`src/rtl/fir_decim_mc.sv`:
```
// rtl/fir_decim_mc.sv - lockstep multi-channel decimating FIR with sequential MAC
// FWFT FIFO in, FIFO push out; one shared coefficient set, one MAC per channel.
module fir_decim_mc #(
  parameter int CHANNELS   = 2,
  parameter int DATA_WIDTH = 32,
  parameter int TAPS       = 20,
  parameter int DECIMATION = 1,
  parameter int FRAC_BITS  = 10,
  parameter logic signed [DATA_WIDTH-1:0] COEFFS [TAPS] = '{default: '0},
  parameter bit SATURATE   = 1'b0
) (
  input  logic                           clock,
  input  logic                           reset,
  input  logic [CHANNELS*DATA_WIDTH-1:0] in_dout,
  input  logic [CHANNELS-1:0]            in_empty,
  output logic [CHANNELS-1:0]            in_rd_en,
  output logic [CHANNELS*DATA_WIDTH-1:0] out_din,
  input  logic                           out_full,
  output logic                           out_wr_en
);

  localparam int DW = DATA_WIDTH;
  localparam int TW = (TAPS > 1) ? $clog2(TAPS) : 1;
  localparam int CW = $clog2(DECIMATION + 1);
  localparam int PW = 2 * DW;
  localparam int AW = PW + TW;

  localparam logic [TW-1:0] LAST_TAP = TW'(TAPS - 1);
  localparam logic [CW-1:0] LAST_CNT = CW'(DECIMATION - 1);

  localparam logic signed [AW-1:0] MAXV = {{(AW-DW+1){1'b0}}, {(DW-1){1'b1}}};
  localparam logic signed [AW-1:0] MINV = {{(AW-DW+1){1'b1}}, {(DW-1){1'b0}}};

  typedef enum logic [1:0] {
    S_FILL = 2'd0,
    S_MAC  = 2'd1,
    S_OUT  = 2'd2
  } state_t;

  state_t        state, state_next;
  logic [CW-1:0] count;
  logic [TW-1:0] tap;
  logic          rd;
  logic          fill_done;
  logic          mac_last;

  always_ff @(posedge clock or negedge reset) begin
    if (!reset) begin
      state <= S_FILL;
      count <= '0;
      tap   <= '0;
    end else begin
      state <= state_next;
      if (state == S_FILL && rd) begin
        count <= (count == LAST_CNT) ? '0 : count + 1'b1;
      end
      if (state == S_MAC) begin
        tap <= mac_last ? '0 : tap + 1'b1;
      end
    end
  end

  // Reads are gated by reset so an upstream FIFO is never popped while held in reset.
  always_comb begin
    state_next = state;
    rd         = 1'b0;
    out_wr_en  = 1'b0;
    case (state)
      S_FILL: begin
        rd = reset & ~|in_empty;
        if (rd && count == LAST_CNT) state_next = S_MAC;
      end
      S_MAC: begin
        if (tap == LAST_TAP) state_next = S_OUT;
      end
      S_OUT: begin
        out_wr_en = ~out_full;
        if (!out_full) state_next = S_FILL;
      end
      default: state_next = S_FILL;
    endcase
  end

  assign in_rd_en  = {CHANNELS{rd}};
  assign fill_done = (state == S_FILL) && rd && (count == LAST_CNT);
  assign mac_last  = (tap == LAST_TAP);

  for (genvar c = 0; c < CHANNELS; c++) begin : g_ch
    logic signed [DW-1:0] dline [TAPS];
    logic signed [AW-1:0] acc;
    logic signed [AW-1:0] acc_next;
    logic signed [PW-1:0] prod;
    logic signed [PW-1:0] scaled;
    logic signed [AW-1:0] term;
    logic        [DW-1:0] conv;
    logic        [DW-1:0] y;

    assign prod     = COEFFS[tap] * dline[tap];
    assign scaled   = prod >>> FRAC_BITS;
    assign term     = {{TW{scaled[PW-1]}}, scaled};
    assign acc_next = acc + term;

    always_comb begin
      conv = acc_next[DW-1:0];
      if (SATURATE && acc_next > MAXV) conv = {1'b0, {(DW-1){1'b1}}};
      else if (SATURATE && acc_next < MINV) conv = {1'b1, {(DW-1){1'b0}}};
    end

    // History persists across blocks; only reset clears it.
    always_ff @(posedge clock or negedge reset) begin
      if (!reset) begin
        for (int k = 0; k < TAPS; k++) dline[k] <= '0;
        acc <= '0;
        y   <= '0;
      end else begin
        if (state == S_FILL && rd) begin
          dline[0] <= in_dout[c*DW +: DW];
          for (int k = 1; k < TAPS; k++) dline[k] <= dline[k-1];
          if (fill_done) acc <= '0;
        end
        if (state == S_MAC) begin
          acc <= acc_next;
          if (mac_last) y <= conv;
        end
      end
    end

    assign out_din[c*DW +: DW] = y;
  end

endmodule

```
`config.mk`:
```
export PLATFORM = sky130hd
export DESIGN_NAME = fir_decim_mc
export DESIGN_NICKNAME = d
export VERILOG_FILES = /design/src/rtl/fir_decim_mc.sv
export SDC_FILE = /design/constraint.sdc
export NUM_CORES = 1
export LEC_CHECK = 0
export CORE_UTILIZATION = 24
export CTS_CLUSTER_DIAMETER = 120
export CTS_CLUSTER_SIZE = 28
export DETAILED_ROUTE_END_ITERATION = 10
export GPL_ROUTABILITY_DRIVEN = 0
export MAX_ROUTING_LAYER = met4
export PLACE_DENSITY = 0.86
export SLEW_MARGIN = 15
export SYNTH_ARGS = -nofsm -noshare
export SYNTH_HDL_FRONTEND = slang
export SYNTH_SLANG_ARGS = --single-unit
```
`constraint.sdc`:
```
create_clock -name clock -period 3.36 [get_ports clock]
set_input_delay 0.672 -clock clock [delete_from_list [all_inputs] [get_ports clock]]
set_output_delay 0.672 -clock clock [all_outputs]
set_load 0.02 [all_outputs]
```
Word-level counts from Yosys, hierarchy flattened
Memory sizes are Yosys's and may differ from the RTL's.
Index checks and enable logic that the tools add are counted.
Storage, ports and cells
  flip-flop bits (word level): 1490
  ROM bits: 1024
  bits of input ports: 69
  output and inout bits: 67
  memories: 1
Operators by class
  add/subtract/negate cells: 4
  $mul: 2
  order comparisons: 1
  eq/ne operators: 6
  muxes and demuxes: 20
  bitwise operators: 4
  reduce and logical (&&, ||, !) cells: 11
Memory list
  (name not given): depth 32, bits a word 32, rd ports 1, clocked after Yosys merged registers in 0, wr ports 0, RTL line 98  | assign prod = COEFFS[tap] * dline[tap];
Operators by type and width (count)
  32-bit binary-select mux with 5-bit select: 2
  69-bit 2-to-1 mux: 4
  32-bit 2-to-1 mux: 6
  69-bit by 54-bit adder with 69-bit output: 2
  32-bit by 32-bit multiplier with 64-bit output: 2
  6-bit >= comparator (second input constant): 1
  2-bit 2-to-1 mux: 3
  2-bit != test (second input constant): 3
  5-bit NOT with 6-bit output: 1
  2-bit case mux with 3 select lines: 1
  5-bit by 1-bit adder with 5-bit output (second input constant): 1
  5-bit equality test (second input constant): 1
  5-bit 2-to-1 mux: 1
  2-bit AND reduction: 2
  2-bit nonzero test: 2
  1-bit logical AND: 3
  1-bit 2-to-1 mux: 3
  3-bit AND reduction: 1
  2-bit by 1-bit equality test with 1-bit output (second input constant): 1
  2-bit equality test (second input constant): 1
  2-bit zero test: 1
  1-bit NOT: 2
  2-bit OR reduction: 1
  1-bit adder (second input constant): 1
  2 further kinds: 2

Longest topological paths before layout
  depth in word-level cells: 9
  gate-level depth with buffers: 4
  gate-level depth less buffers: 4

Worst setup path before layout
No wires, ideal clock.
  path type: input -> output
  from: in out_full
  to: out out_wr_en
  data arrival time: 1.190 ns
  slack: 1.498 ns
  stages: 1
  path buffers: 0
  path through: nor3b_1
Between the ends
  longest elaborated chain between the ends: 2
RTL lines
  from (decl): RTL line 18  | input logic out_full,
  1-bit NOT: RTL line 77  | out_wr_en = ~out_full;
  1-bit 2-to-1 mux: RTL line 68  | case (state)
  to (decl): RTL line 19  | output logic out_wr_en
Every way passes these cells.

Final worst setup path
  from: in in_empty[1]
  to: out in_rd_en[0]
Between the ends
  longest elaborated chain between the ends: 4
RTL lines
  from (decl): RTL line 15  | input logic [CHANNELS-1:0] in_empty,
  2-bit OR reduction: RTL line 70  | rd = reset & ~|in_empty;
  1-bit zero test: RTL line 70
  1-bit AND: RTL line 70
  1-bit 2-to-1 mux: RTL line 68
  to (decl): RTL line 16  | output logic [CHANNELS-1:0] in_rd_en,
Every way passes these cells.

==> results.md <==
- Adder and majority cell fraction of the synthesized area: 1.466%
- Setup fix buffers added after clock tree synthesis: 0
- Antenna Nets Post-Route: 0
- Number of standard-cell rows in the floorplan: 21
- Post-layout power: between 400 and 500 uW
- Routed vias: 474
- Simple-Gate Fraction of Synth Area: 16.13%
- Cell with the largest stage delay on the worst path: sky130_fd_sc_hd__clkdlybuf4s50_1
- Top cells by instance count after synthesis: 66 x sky130_fd_sc_hd__buf_4, 7 x sky130_fd_sc_hd__dfrtp_1, 5 x sky130_fd_sc_hd__nand2_1
- P per Cell Area: a little under 600 mW/mm^2
- First-pass iteration count of the detailed router: 4
- Worst path bufs/invs: 2
- Number of setup violations in the final report: 0
- CP required: 2690 ps
- Horizontal extent of the die: 61.63 microns
- Cell types with the largest area share after synthesis: sky130_fd_sc_hd__buf_4 58%, sky130_fd_sc_hd__dfrtp_1 21%, sky130_fd_sc_hd__nand3b_1 2.6%, sky130_fd_sc_hd__o21ai_0 2.3%, sky130_fd_sc_hd__nand2_1 2.2%
- Number of buffers on the longest clock path: 2
- Static leakage: 0.4009 nW
- Source-to-sink clock delay at the later pin of the worst-skew pair: 250 ps
- Wire per inst: between 5 and 6 microns
- Time the final worst path needs with I/O delays and setup: 2761 ps
- Number of antenna violations at the first check in global routing: 0
- Top cell type's share of synthesized area: between 50% and 60%
- Wire length of the first global-routing pass: approximately 1200 microns
- Kind of path behind the tightest hold check: reg -> reg
- Kind of end point of the critical path: output port
- Async set or reset register ratio after synthesis: 100.0%
- Combinational fraction of design power: 44.8%
- Max Clock Freq: 0.3621 GHz
- Inst Count DP: 152
- Boundary Pins: 136
- Most common cell on crit path: sky130_fd_sc_hd__clkdlybuf4s50_1
- Mean Syn Cell Area: 8.449 sq um
- Final-report max-slew violation count: 0
- Psw: 199.9 uW
- Layout cells sized above 1: 5.455%
- Main combinational cell family by area after synthesis: buffers and inverters
- Number of synthesized flops with an enable pin: 0
- Result of the run: complete, no violations
- Initial Util: roughly a quarter
- TritonCTS clock tree: done
- H-tree level count: 1
- Hold-fix buffer count after cts: 0
- Synthesis-to-layout area growth: -11.44%
- Max stage delay on crit path: 620 ps
- Part of the power in the clock network: 17.3%
- Synthesized area: 853.3 sq um
- Inserted Diodes: 0
- Clock root buffer: sky130_fd_sc_hd__clkbuf_4
- Number of gates resized after cts: 0
- Maximum number of pins on one net before global-route repair: 8
- Total routed wirelength: between 800 and 900 microns
- DR iter-0 viols: 24
- Clock slew seen by the registers of the worst setup and hold paths: 50 ps
- Internal power component: 242.6 uW
- Number of register bits inferred by synthesis: 7
- Number of distinct standard cells referenced by the synthesized netlist: 18
- Switching Fraction: 45.17%
- Critical Path Start Type: input pin
- Share of the yosys chip area belonging to registers: between 20% and 30%
- Core region area: 0.003363 sq mm
- CTS buffer count: 3
- Number of remaining DRC errors: 0
- Sequential share of power: 37.9%
- Xor/xnor cell area share of the yosys netlist: 1.026%
- Maximum clock skew at final layout: about 0.47 ps
- Prevailing post-synth register cell: sky130_fd_sc_hd__dfrtp_1
- Total of max-cap violations: 0
- Unrepaired setup endpoints after global routing: false
- Top cell type by total area after synthesis: sky130_fd_sc_hd__buf_4
- Post-detailed-placement half-perimeter wirelength: just under 700 microns
- Average vias per placed instance: 3.038
- Crit path cell chain: clkdlybuf4s50_1 > nor4_1 > and2_1 > clkdlybuf4s50_1
- CP Class: in -> out
- I/O Buffers: 7
- Mux contribution to synthesized area: 0%
- Die Ht: just over 60 microns
- Warnings from Yosys: 0
- Most repeated cell in the gate-level netlist after synthesis: sky130_fd_sc_hd__buf_4
- Overall global routing resource usage: 4.562%
- Top fanout value on the critical path: 3
- Top Family by Delay on Critical Path: buffers and inverters
- Number of global-route vias before repair: 289
- IR drop worst, VDD: 107.6 uV
- Synthesized-area fraction occupied by ao, oa, aoi and oai cells: 2.346%
- Post-route insts no fill: 156
- Count of endpoints failing hold in the final timing report: 0
- Die area: 0.003798 sq mm
- Post-synthesis instance total: 101
- Nets: 181
- Sinks on Clock Net: 7
- GR Overflow Total: 0
- Arr. time, crit path: 2090 ps
- Setup_tns: 0 ps
- Period utilization: 82.18%
==> worst reg2reg max path, stage by stage, from the launching register on <==
cell and delay, ps:
sky130_fd_sc_hd__dfrtp_1 390, sky130_fd_sc_hd__ha_1 230, sky130_fd_sc_hd__nand3b_1 130, sky130_fd_sc_hd__o21ai_0 180
sky130_fd_sc_hd__nand3_1 90
==> cell type report <==
class                      count  area [sq um]
clock buffer                   4         26.28
sequential                     7         175.2
timing repair buffer           8         77.57
fill                         387          2608
multi-input combinational     91         419.2
tap                           46         57.56
==> power by group through the flow <==
stage / clock, mW / combinational (mW) / sequential (mW)
after detailed placement: 0 / 0.197 / 0.169
final: 0.0766 / 0.198 / 0.168
after CTS: 0.0801 / 0.199 / 0.168
after floorplan: 0 / 0.229 / 0.159
after global placement: 0 / 0.193 / 0.166
after global routing: 0.0875 / 0.227 / 0.177
==> through the flow <==
stage,utilization [%],hold WS [ps],setup WS [ps],cell area (sq um)
after floorplan,-,376.4,1498,1090
after global placement,21.69,484.8,632.6,729.5
after detailed placement,21.69,491.8,570.2,729.5
after CTS,22.47,502.6,566.2,755.7
after global routing,22.47,549.9,504.8,755.7
final,22.47,498.0,598.6,755.7
==> layer usage <==
| metal | track usage, % | routed length, microns | up-vias |
|---|---|---|---|
| met5 | - | 0 | - |
| met4 | 3.810 | 10 | 0 |
| met3 | 1.261 | 162 | 2 |
| met2 | 7.066 | 361 | 55 |
| met1 | 4.786 | 306 | 202 |
| li1 | - | - | 215 |
==> placed cells by master, fill, tap and decap left out <==
master,n
sky130_fd_sc_hd__conb_1,64
sky130_fd_sc_hd__nand4_1,1
sky130_fd_sc_hd__ha_1,1
sky130_fd_sc_hd__nand3_1,3
sky130_fd_sc_hd__nand3b_1,3
sky130_fd_sc_hd__clkbuf_4,3
sky130_fd_sc_hd__buf_4,1
sky130_fd_sc_hd__clkdlybuf4s50_1,7
sky130_fd_sc_hd__nand4bb_1,1
sky130_fd_sc_hd__nand2b_1,2
sky130_fd_sc_hd__nand4bb_2,1
sky130_fd_sc_hd__nor4_1,1
sky130_fd_sc_hd__nor3b_1,1
sky130_fd_sc_hd__clkbuf_1,1
sky130_fd_sc_hd__xnor2_1,1
sky130_fd_sc_hd__dfrtp_1,7
sky130_fd_sc_hd__o21ai_0,4
sky130_fd_sc_hd__and2_1,1
sky130_fd_sc_hd__nor2b_1,1
sky130_fd_sc_hd__and2b_2,1
sky130_fd_sc_hd__nand2_1,5
==> flip-flops by register name, indices dropped and copies added (netlist names) <==
signal,cells
state,2
tap,5
==> final timing paths <==
check / endpoint / slack, ps / from / cells after the start
setup / recovery: in_rd_en[0] / 600 / in_empty[1] / 4
hold / removal: tap[1]$_DFFE_PN0N_ / 500 / tap[1]$_DFFE_PN0N_ / 2
setup reg to reg: tap[4]$_DFFE_PN0N_ / 2220 / tap[0]$_DFFE_PN0N_ / 4
hold reg to reg: tap[1]$_DFFE_PN0N_ / 500 / tap[1]$_DFFE_PN0N_ / 2
max in group asynchronous: tap[3]$_DFFE_PN0N_ / 2510 / reset / 2
min in group asynchronous: state[1]$_DFFE_PN0P_ / 730 / reset / 2
==> logic make-up (layout without fill, tap and decap cells) <==
| kind of cell | count (synthesis) | count (layout) |
|---|---|---|
| AO/OA/AOI/OAI | 4 | 4 |
| XOR/XNOR | 1 | 1 |
| adder cells (fa/ha/maj) | 1 | 1 |
| buffers and inverters | 66 | 12 |
| flip-flops | 7 | 7 |
| other | 1 | 64 |
| AND/OR/NAND/NOR | 21 | 21 |
(Power assumes the default switching activity.)
